$ cat src/rtl/mem_pkg.sv
// rtl/mem_pkg.sv - shared types and constants for the memory request sequencer
package mem_pkg;

    localparam int MEM_AWIDTH = 16;
    localparam int MEM_DWIDTH = 32;

    localparam logic RW_READ  = 1'b1;
    localparam logic RW_WRITE = 1'b0;

    typedef enum logic [2:0] {
        ST_IDLE,
        ST_ISSUE,
        ST_WAIT_LO,
        ST_WAIT_HI,
        ST_RESP
    } mem_state_e;

    typedef struct packed {
        logic                  rw;
        logic [MEM_AWIDTH-1:0] addr;
        logic [MEM_DWIDTH-1:0] wdata;
    } mem_cmd_t;

endpackage

$ cat src/rtl/mem_req_fifo.sv
// rtl/mem_req_fifo.sv - DEPTH-entry synchronous command FIFO with occupancy count
module mem_req_fifo #(
    parameter int WIDTH = 8,
    parameter int DEPTH = 4
) (
    input  logic                     clk,
    input  logic                     reset,
    input  logic                     push,
    input  logic [WIDTH-1:0]         push_data,
    input  logic                     pop,
    output logic [WIDTH-1:0]         pop_data,
    output logic                     full,
    output logic                     empty,
    output logic [$clog2(DEPTH):0]   count
);
    localparam int PW    = $clog2(DEPTH);
    localparam int CNT_W = PW + 1;
    localparam logic [PW:0] FULL_COUNT = CNT_W'(DEPTH);

    logic [WIDTH-1:0] mem_q [DEPTH];
    logic [WIDTH-1:0] mem_d [DEPTH];
    logic [PW-1:0]    wr_ptr_q, wr_ptr_d;
    logic [PW-1:0]    rd_ptr_q, rd_ptr_d;
    logic [PW:0]      count_q, count_d;
    logic             do_push, do_pop;

    // Full is taken from the registered count, so a pop frees its slot one cycle later.
    assign full     = (count_q == FULL_COUNT);
    assign empty    = (count_q == '0);
    assign count    = count_q;
    assign pop_data = mem_q[rd_ptr_q];
    assign do_push  = push & ~full;
    assign do_pop   = pop & ~empty;

    always_comb begin
        mem_d    = mem_q;
        wr_ptr_d = wr_ptr_q;
        rd_ptr_d = rd_ptr_q;
        count_d  = count_q;
        if (do_push) begin
            mem_d[wr_ptr_q] = push_data;
            wr_ptr_d        = wr_ptr_q + PW'(1);
        end
        if (do_pop) begin
            rd_ptr_d = rd_ptr_q + PW'(1);
        end
        case ({do_push, do_pop})
            2'b10:   count_d = count_q + CNT_W'(1);
            2'b01:   count_d = count_q - CNT_W'(1);
            default: count_d = count_q;
        endcase
    end

    always_ff @(posedge clk or posedge reset) begin
        if (reset) begin
            for (int i = 0; i < DEPTH; i++) begin
                mem_q[i] <= '0;
            end
            wr_ptr_q <= '0;
            rd_ptr_q <= '0;
            count_q  <= '0;
        end else begin
            mem_q    <= mem_d;
            wr_ptr_q <= wr_ptr_d;
            rd_ptr_q <= rd_ptr_d;
            count_q  <= count_d;
        end
    end

endmodule

$ cat src/rtl/mem_req_queue.sv
// rtl/mem_req_queue.sv - queued CPU requests replayed one at a time to the memory controller; MEMQ_TIMEOUT_EN adds wait-state timeout
module mem_req_queue
    import mem_pkg::*;
#(
    parameter int DWIDTH = MEM_DWIDTH,
    parameter int AWIDTH = MEM_AWIDTH,
    parameter int DEPTH  = 4
`ifdef MEMQ_TIMEOUT_EN
    ,
    parameter int TIMEOUT = 15
`endif
) (
    input  logic              clk,
    input  logic              reset,
    input  logic              cmd_valid,
    output logic              cmd_ready,
    input  logic              cmd_rw,
    input  logic [AWIDTH-1:0] cmd_addr,
    input  logic [DWIDTH-1:0] cmd_wdata,
    output logic              rsp_valid,
    output logic [DWIDTH-1:0] rsp_rdata,
    output logic              rsp_err,
    output logic              Valid,
    output logic              RW,
    output logic [AWIDTH-1:0] Addr_in,
    output logic [DWIDTH-1:0] Data_out,
    output logic              Data_oe,
    input  logic [DWIDTH-1:0] Data_rd,
    input  logic              Ready
);
    localparam int CNT_W = $clog2(DEPTH) + 1;

    mem_state_e        state_q, state_d;
    mem_cmd_t          txn_q, txn_d;
    mem_cmd_t          fifo_wr, fifo_rd;
    logic [DWIDTH-1:0] rdata_q, rdata_d;
    logic              err_q, err_d;
    logic              fifo_push, fifo_pop, fifo_full, fifo_empty;
    logic [CNT_W-1:0]  fifo_count;
    logic              active;
    logic              tmo_hit;

    assign fifo_wr   = '{rw: cmd_rw, addr: cmd_addr, wdata: cmd_wdata};
    assign cmd_ready = ~fifo_full;
    assign fifo_push = cmd_valid & ~fifo_full;
    assign fifo_pop  = (state_q == ST_IDLE) & ~fifo_empty;

    mem_req_fifo #(
        .WIDTH ($bits(mem_cmd_t)),
        .DEPTH (DEPTH)
    ) u_fifo (
        .clk       (clk),
        .reset     (reset),
        .push      (fifo_push),
        .push_data (fifo_wr),
        .pop       (fifo_pop),
        .pop_data  (fifo_rd),
        .full      (fifo_full),
        .empty     (fifo_empty),
        .count     (fifo_count)
    );

`ifdef MEMQ_TIMEOUT_EN
    localparam int TW = $clog2(TIMEOUT + 1);
    localparam logic [TW-1:0] TMO_LIMIT = TW'(TIMEOUT);

    logic [TW-1:0] tmo_q, tmo_d, tmo_inc;

    assign tmo_inc = tmo_q + TW'(1);
    assign tmo_hit = (tmo_inc == TMO_LIMIT);

    // Restarts from zero on every entry into a wait state, including WAIT_LO -> WAIT_HI.
    always_comb begin
        tmo_d = '0;
        if ((state_q == ST_WAIT_LO || state_q == ST_WAIT_HI) && state_d == state_q) begin
            tmo_d = tmo_inc;
        end
    end

    always_ff @(posedge clk or posedge reset) begin
        if (reset) begin
            tmo_q <= '0;
        end else begin
            tmo_q <= tmo_d;
        end
    end
`else
    assign tmo_hit = 1'b0;
`endif

    always_comb begin
        state_d = state_q;
        txn_d   = txn_q;
        rdata_d = rdata_q;
        err_d   = err_q;
        case (state_q)
            ST_IDLE: begin
                if (fifo_count != '0) begin
                    txn_d   = fifo_rd;
                    rdata_d = '0;
                    err_d   = 1'b0;
                    state_d = ST_ISSUE;
                end
            end
            ST_ISSUE: state_d = ST_WAIT_LO;
            ST_WAIT_LO: begin
                if (!Ready) begin
                    state_d = ST_WAIT_HI;
                end else if (tmo_hit) begin
                    err_d   = 1'b1;
                    state_d = ST_RESP;
                end
            end
            ST_WAIT_HI: begin
                if (Ready) begin
                    if (txn_q.rw == RW_READ) begin
                        rdata_d = Data_rd;
                    end
                    state_d = ST_RESP;
                end else if (tmo_hit) begin
                    err_d   = 1'b1;
                    state_d = ST_RESP;
                end
            end
            ST_RESP: state_d = ST_IDLE;
            default: state_d = ST_IDLE;
        endcase
    end

    always_ff @(posedge clk or posedge reset) begin
        if (reset) begin
            state_q <= ST_IDLE;
            txn_q   <= '0;
            rdata_q <= '0;
            err_q   <= 1'b0;
        end else begin
            state_q <= state_d;
            txn_q   <= txn_d;
            rdata_q <= rdata_d;
            err_q   <= err_d;
        end
    end

    // Bus outputs decode straight from registers so an async reset clears them at once.
    assign active    = (state_q == ST_ISSUE) || (state_q == ST_WAIT_LO) || (state_q == ST_WAIT_HI);
    assign Valid     = (state_q == ST_ISSUE);
    assign RW        = active ? txn_q.rw : RW_READ;
    assign Addr_in   = txn_q.addr;
    assign Data_out  = txn_q.wdata;
    assign Data_oe   = active && (txn_q.rw == RW_WRITE);
    assign rsp_valid = (state_q == ST_RESP);
    assign rsp_rdata = rdata_q;
    assign rsp_err   = err_q;

endmodule

$ cat config.mk
export PLATFORM = sky130hd
export DESIGN_NAME = mem_req_queue
export DESIGN_NICKNAME = d
export VERILOG_FILES = /design/src/rtl/mem_pkg.sv /design/src/rtl/mem_req_fifo.sv /design/src/rtl/mem_req_queue.sv
export SDC_FILE = /design/constraint.sdc
export NUM_CORES = 1
export LEC_CHECK = 0
export BUFFER_PORTS_ARGS = -buffer_cell sky130_fd_sc_hd__buf_2
export CAP_MARGIN = 20
export CORE_MARGIN = 5
export CORE_UTILIZATION = 55
export CTS_BUF_LIST = sky130_fd_sc_hd__clkbuf_16
export CTS_CLUSTER_DIAMETER = 30
export CTS_CLUSTER_SIZE = 8
export DETAILED_ROUTE_END_ITERATION = 8
export PLACE_DENSITY = 0.79
export SLEW_MARGIN = 0
export SYNTH_ARGS = -nofsm -noshare
export SYNTH_HDL_FRONTEND = slang
export SYNTH_SLANG_ARGS = --single-unit
$ cat constraint.sdc
create_clock -name clk -period 10.6 [get_ports clk]
set_input_delay 1.59 -clock clk [delete_from_list [all_inputs] [get_ports clk]]
set_output_delay 1.59 -clock clk [all_outputs]
set_load 0.01 [all_outputs]
; ---- Yosys cells after proc, flatten, opt, wreduce, memory -nomap -nowiden
; Cells that the tools add are included.
[word_totals]
mem_bits_rw = 0
n_memories = 0
regBits = 287
out_inout_bits = 86
mem_bits_ro = 0
inputBits = 85
latchBits = 0
word_cells = 67
[classes]
muxes = 16
mul = 0
bitwise = 9
n_div = 0
eq_ne = 11
order_cmp = 3
reduce_logical = 12
n_shift = 0
addsub = 4
[ops]
columns = op, count
row1 = bitwise mux 196 bit, 1
row2 = 2-to-1 mux 49 bit, 3
row3 = binary-select mux 49 bit (select 2 bit), 1
row4 = demux 49 bit (select 2 bit), 1
row5 = 2-to-1 mux 32 bit, 3
row6 = case mux 32 bit (2 select lines), 1
row7 = case mux 3 bit (4 select lines), 1
row8 = 2-to-1 mux 3 bit, 3
row9 = "equality test 3 x 2 -> 1 bit, second input constant", 2
row10 = "equality test 3 bit, second input constant", 2
row11 = ">= comparator 3 bit, second input constant", 2
row12 = logical NOT 3 bit, 2
row13 = "!= test 2 bit, second input constant", 3
row14 = inverter 2 -> 3 bit, 2
row15 = case mux 3 bit (2 select lines), 1
row16 = "adder 2 x 1 -> 2 bit, second input constant", 2
row17 = bitwise AND 1 bit, 4
row18 = AND reduction 4 bit, 1
row19 = nonzero test 2 bit, 2
row20 = "adder 3 x 1 -> 3 bit, second input constant", 1
row21 = "equality test 3 x 1 -> 1 bit, second input constant", 1
row22 = "< comparator 3 x 1 -> 1 bit, second input constant", 1
row23 = inverter 1 bit, 3
row24 = AND reduction 3 bit, 1
row25 = 9 further kinds, 11

; ---- Logic depth before layout (Yosys ltp)
[depth]
depth_word = 6
depth_mapped = 9
ltp_nobuf = 7

; ---- Hierarchy
; A second synthesis with hierarchy kept.
[unflattened]
hier_cells = 761
area_unflattened_um2 = 12381.9
[modules_own_cells]
columns = mod, n_inst, area_each_um2, cells_each
row1 = mem_req_fifo, 1, 8854.7, 514
row2 = mem_req_queue, 1, 3527.1, 247

; ---- Worst setup path after synthesis
; Ideal clock, no wire load.
[synth_path]
path_kind = in2reg
start = input port cmd_valid
end = register u_fifo.count_q[2] (netlist: u_fifo.count[2])
cell_stages = 6
path_slack_ns = 7.894
arrival_ns = 2.581
n_path_buf = 0
setup_time_ns = 0.125
path_cell_list = nand2_1 -> ha_1 -> fa_1 -> xnor2_1 -> nor2_1 -> xor2_1
[synth_between]
elab_chain_cells = 4
word_cells_on_any_way = 6
classes_between = 2 x eq/ne / 1 x mux / 2 x bitwise / 1 x reduce/logical
[synth_lines]
columns = item, line
row1 = "start, declared", mem_req_queue.sv:15  ; input logic cmd_valid,
row2 = bitwise AND 1 bit *, mem_req_queue.sv:45  ; assign fifo_push = cmd_valid & ~fifo_full;
row3 = bitwise AND 1 bit *, mem_req_fifo.sv:32  ; assign do_push = push & ~full;
row4 = equality test 2 x 1 -> 1 bit / equality test 2 bit (equally long branches), mem_req_fifo.sv:47  ; case ({do_push, do_pop})
row5 = case mux 3 bit (2 select lines) / nonzero test 2 bit (equally long branches), n/a
row6 = "end signal, assigned", mem_req_fifo.sv:66  ; count_q <= count_d;
row7 = "end, declared", mem_req_fifo.sv:24  ; logic [PW:0] count_q, count_d;
; Mark *: on every way between the ends. The rest lies on a longest branch, timed or not.
; A chain may end at the register's enable or synchronous reset.

; ---- Worst setup path in the final report
[layout_path]
start = register u_fifo.count_q[0] (netlist: u_fifo.count[0])
end = output port cmd_ready
[layout_between]
elab_chain_cells = 2
[layout_lines]
columns = item, line
row1 = equality test 3 bit, mem_req_fifo.sv:28  ; assign full = (count_q == FULL_COUNT);
row2 = inverter 1 bit, mem_req_queue.sv:44  ; assign cmd_ready = ~fifo_full;
row3 = "end, declared", mem_req_queue.sv:16  ; output logic cmd_ready,
; Every way passes these cells.

==> reports/results.ini <==
[status]
outcome=finished, final reports clean

[drt]
wl_met3_mm=1.83
vias=6762
routedWlPerCell_um=20.4
drc=0
met2_length_mm=11.6
wirelength_mm=25.1
dr.pass1.iters=4
vias_per_cell=5.49
topRoutingLayerUsed=met5
ant_nets=0
met1Wirelength_mm=11.1
dr.first_iter.drc_count=398

[sta]
relSlewSlack_pct=29.7
tns_ns=0
final.min_clock_period_ns=3.42
max_freq_mhz=292
post-route-period-util_pct=32.3
finClkSkew_ns=0.0231
maxSlewViolCount=0
hold_violations=0
rsz0062_at_grt=no
setup_violations=0
tightest_slew_ns=1.05

[cells_and_area]
final_area_um2=15000
antenna_cells=0
n_fill_cell=1585
multi_input_area_um2=4820
nNetsFinal=975
fin_cells=1231
ff_latch_area_um2=7190
drive_above_1_share_pct=58.8
synthToLayoutAreaGrowth_pct=17.4

[clocking]
cts.path.max_buffers=3
cts_tree=yes
root_buffer=clkbuf_16
cts_made_buffers=52
ctsResizeCount=0
h-tree-depth=2
clkLatencyLatePin_ns=0.55
cts_sinks=287
post_cts_buffers=0
clkTransAtPathRegs_ns=0.05
cts_hold_buf=0

[grt]
grt_util_all_layers_pct=19.3
overflow=0
antenna_found_initial=3
grt_max_degree=124
grt_first_pass_wirelength_mm=40.9
grt_pass1_vias=7468

[setup_path]
regToRegEndpoint=u_fifo.count[1]$_DFFE_PP0P_
critPathMaxStageDelay_ns=0.61
crit_family=simple AND/OR/NAND/NOR gates
critPathBufInv=1
critPathSlowestCell=or3b_1
path_class=flip-flop to output port
reg2reg_from=state_q[0]$_DFFE_PP0P_
reg2reg_depth=5
regToRegSetupSlack_ns=7.62
critPathCaptureType=output port
path_max_fanout=6
cp-start-kind=flip-flop
worst_ep_required_time_ns=9.01
crit_chain=or3b_1 > buf_2
arrival_ns=1.83

[floorplan]
io_pins=171
die_area_um2=26400
start_util_pct=56.2
die_h_um=163
die_w_um=163
num_rows=55
core_area_um2=22800

[logic_synthesis]
ys_ff_latch=287
ys_top_cells_by_area=dfrtp_1 56%, mux2_2 13%, mux2_4 10%
synthTopCellsByCount=287 x dfrtp_1, 144 x mux2_2, 87 x mux2_4
synth_most_common_cell=dfrtp_1
synth_cells=749
yosysSeqAreaShare_pct=56.1
async_flop_share_pct=100
synth_top_area_share_pct=56.1
synth_fp_nets=840
syn_area_um2=12800
yosys.area.top_type=dfrtp_1
synth_flop_cell=dfrtp_1
synth.distinct_cells=30
synth_area_per_cell_um2=17.1
synth_edf_count=0
ys_warn_count=0

[placement]
port_buffers=169
dpl_cell_area_um2=13300
hpwl_mm=14.6
gp_congestion=0.693
placed_cells_incl_taps=1140

[min_path]
hold_path_end=u_fifo.mem_q[88]$_DFFE_PP0P_
min_path_cells=1
hold_path.class=flip-flop to flip-flop
min_from=u_fifo.mem_q[88]$_DFFE_PP0P_

[run]
max_cap_violations=0

[power_and_ir_drop]
ir_drop_mv=0.184
p_leak_uw=0.00707
power_density_nw_per_um2=365

==> through the flow <==
step / util [%] / worst slack [ns] / power (uW) / hold slack, ns
floorplan: - / 1.09 / 3620 / 0.455
global placement: 58.4 / 7.09 / 3860 / 0.469
detailed placement: 58.4 / 7.05 / 3940 / 0.475
CTS: 65.6 / 7.15 / 5530 / 0.485
global route: 66.0 / 7.11 / 5810 / 0.505
finish: 66.0 / 7.18 / 5480 / 0.481
==> registers in the layout (all words and copies together) (netlist names) <==
name	flops
u_fifo.wr_ptr_q	2
state_q	3
u_fifo.rd_ptr_q	2
Data_out	32
Addr_in	16
u_fifo.count	3
txn_q	1
rsp_rdata	32
u_fifo.mem_q	196
==> routing by layer <==
layer / track usage, % / up-vias
li1: - / 2979
met1: 27.3 / 3507
met2: 30.0 / 226
met3: 5.11 / 44
met4: 5.57 / 6
met5: 0 / -
==> logic make-up after synthesis <==
family,after synthesis,share of synthesized area (%)
other,1,0.0293
XOR/XNOR,6,0.411
buffers and inverters,99,6.23
flip-flops,287,56.1
multiplexers,296,32.9
adder cells (fa/ha/maj),6,0.645
AND/OR/NAND/NOR,21,1.39
AO/OA/AOI/OAI,33,2.29
==> power by group <==
part           internal [uW]  total [uW]  switching [uW]
sequential              1670        2010             338
combinational           1190        1920             727
clock                   1040        1550             516
==> final cells by class <==
cell class / count / share of cell area, %
Tap cell: 313 / 2.61
Clock inverter: 35 / 2.16
Sequential cell: 287 / 47.8
Clock buffer: 53 / 8.82
Timing Repair Buffer: 176 / 6.36
Inverter: 4 / 0.150
Multi-Input combinational cell: 363 / 32.1
==> cell usage in the layout, fill, tap and decap left out, drive strengths merged, types with 3 or more instances in the layout <==
cell type and n:
bufinv 6, mux4 49, and2 3, inv 14, buf 175, a22o 32
nor3 3, mux2 247, ha 5, clkinv 17, clkbuf 54, nand3 5
dfrtp 287, xnor2 4
==> worst max path at each step <==
stage | startpoint | endpoint | cells after the start
final | u_fifo.count[0]$_DFFE_PP0P_ | cmd_ready | 2
after CTS | u_fifo.count[0]$_DFFE_PP0P_ | cmd_ready | 2
after floorplan | reset | Addr_in[0]$_DFFE_PP0P_ | 1
after detailed placement | reset | u_fifo.mem_q[190]$_DFFE_PP0P_ | 3
after global routing | u_fifo.count[0]$_DFFE_PP0P_ | cmd_ready | 2
after global placement | reset | Data_out[1]$_DFFE_PP0P_ | 3
Power figures use the tool's default switching activity.
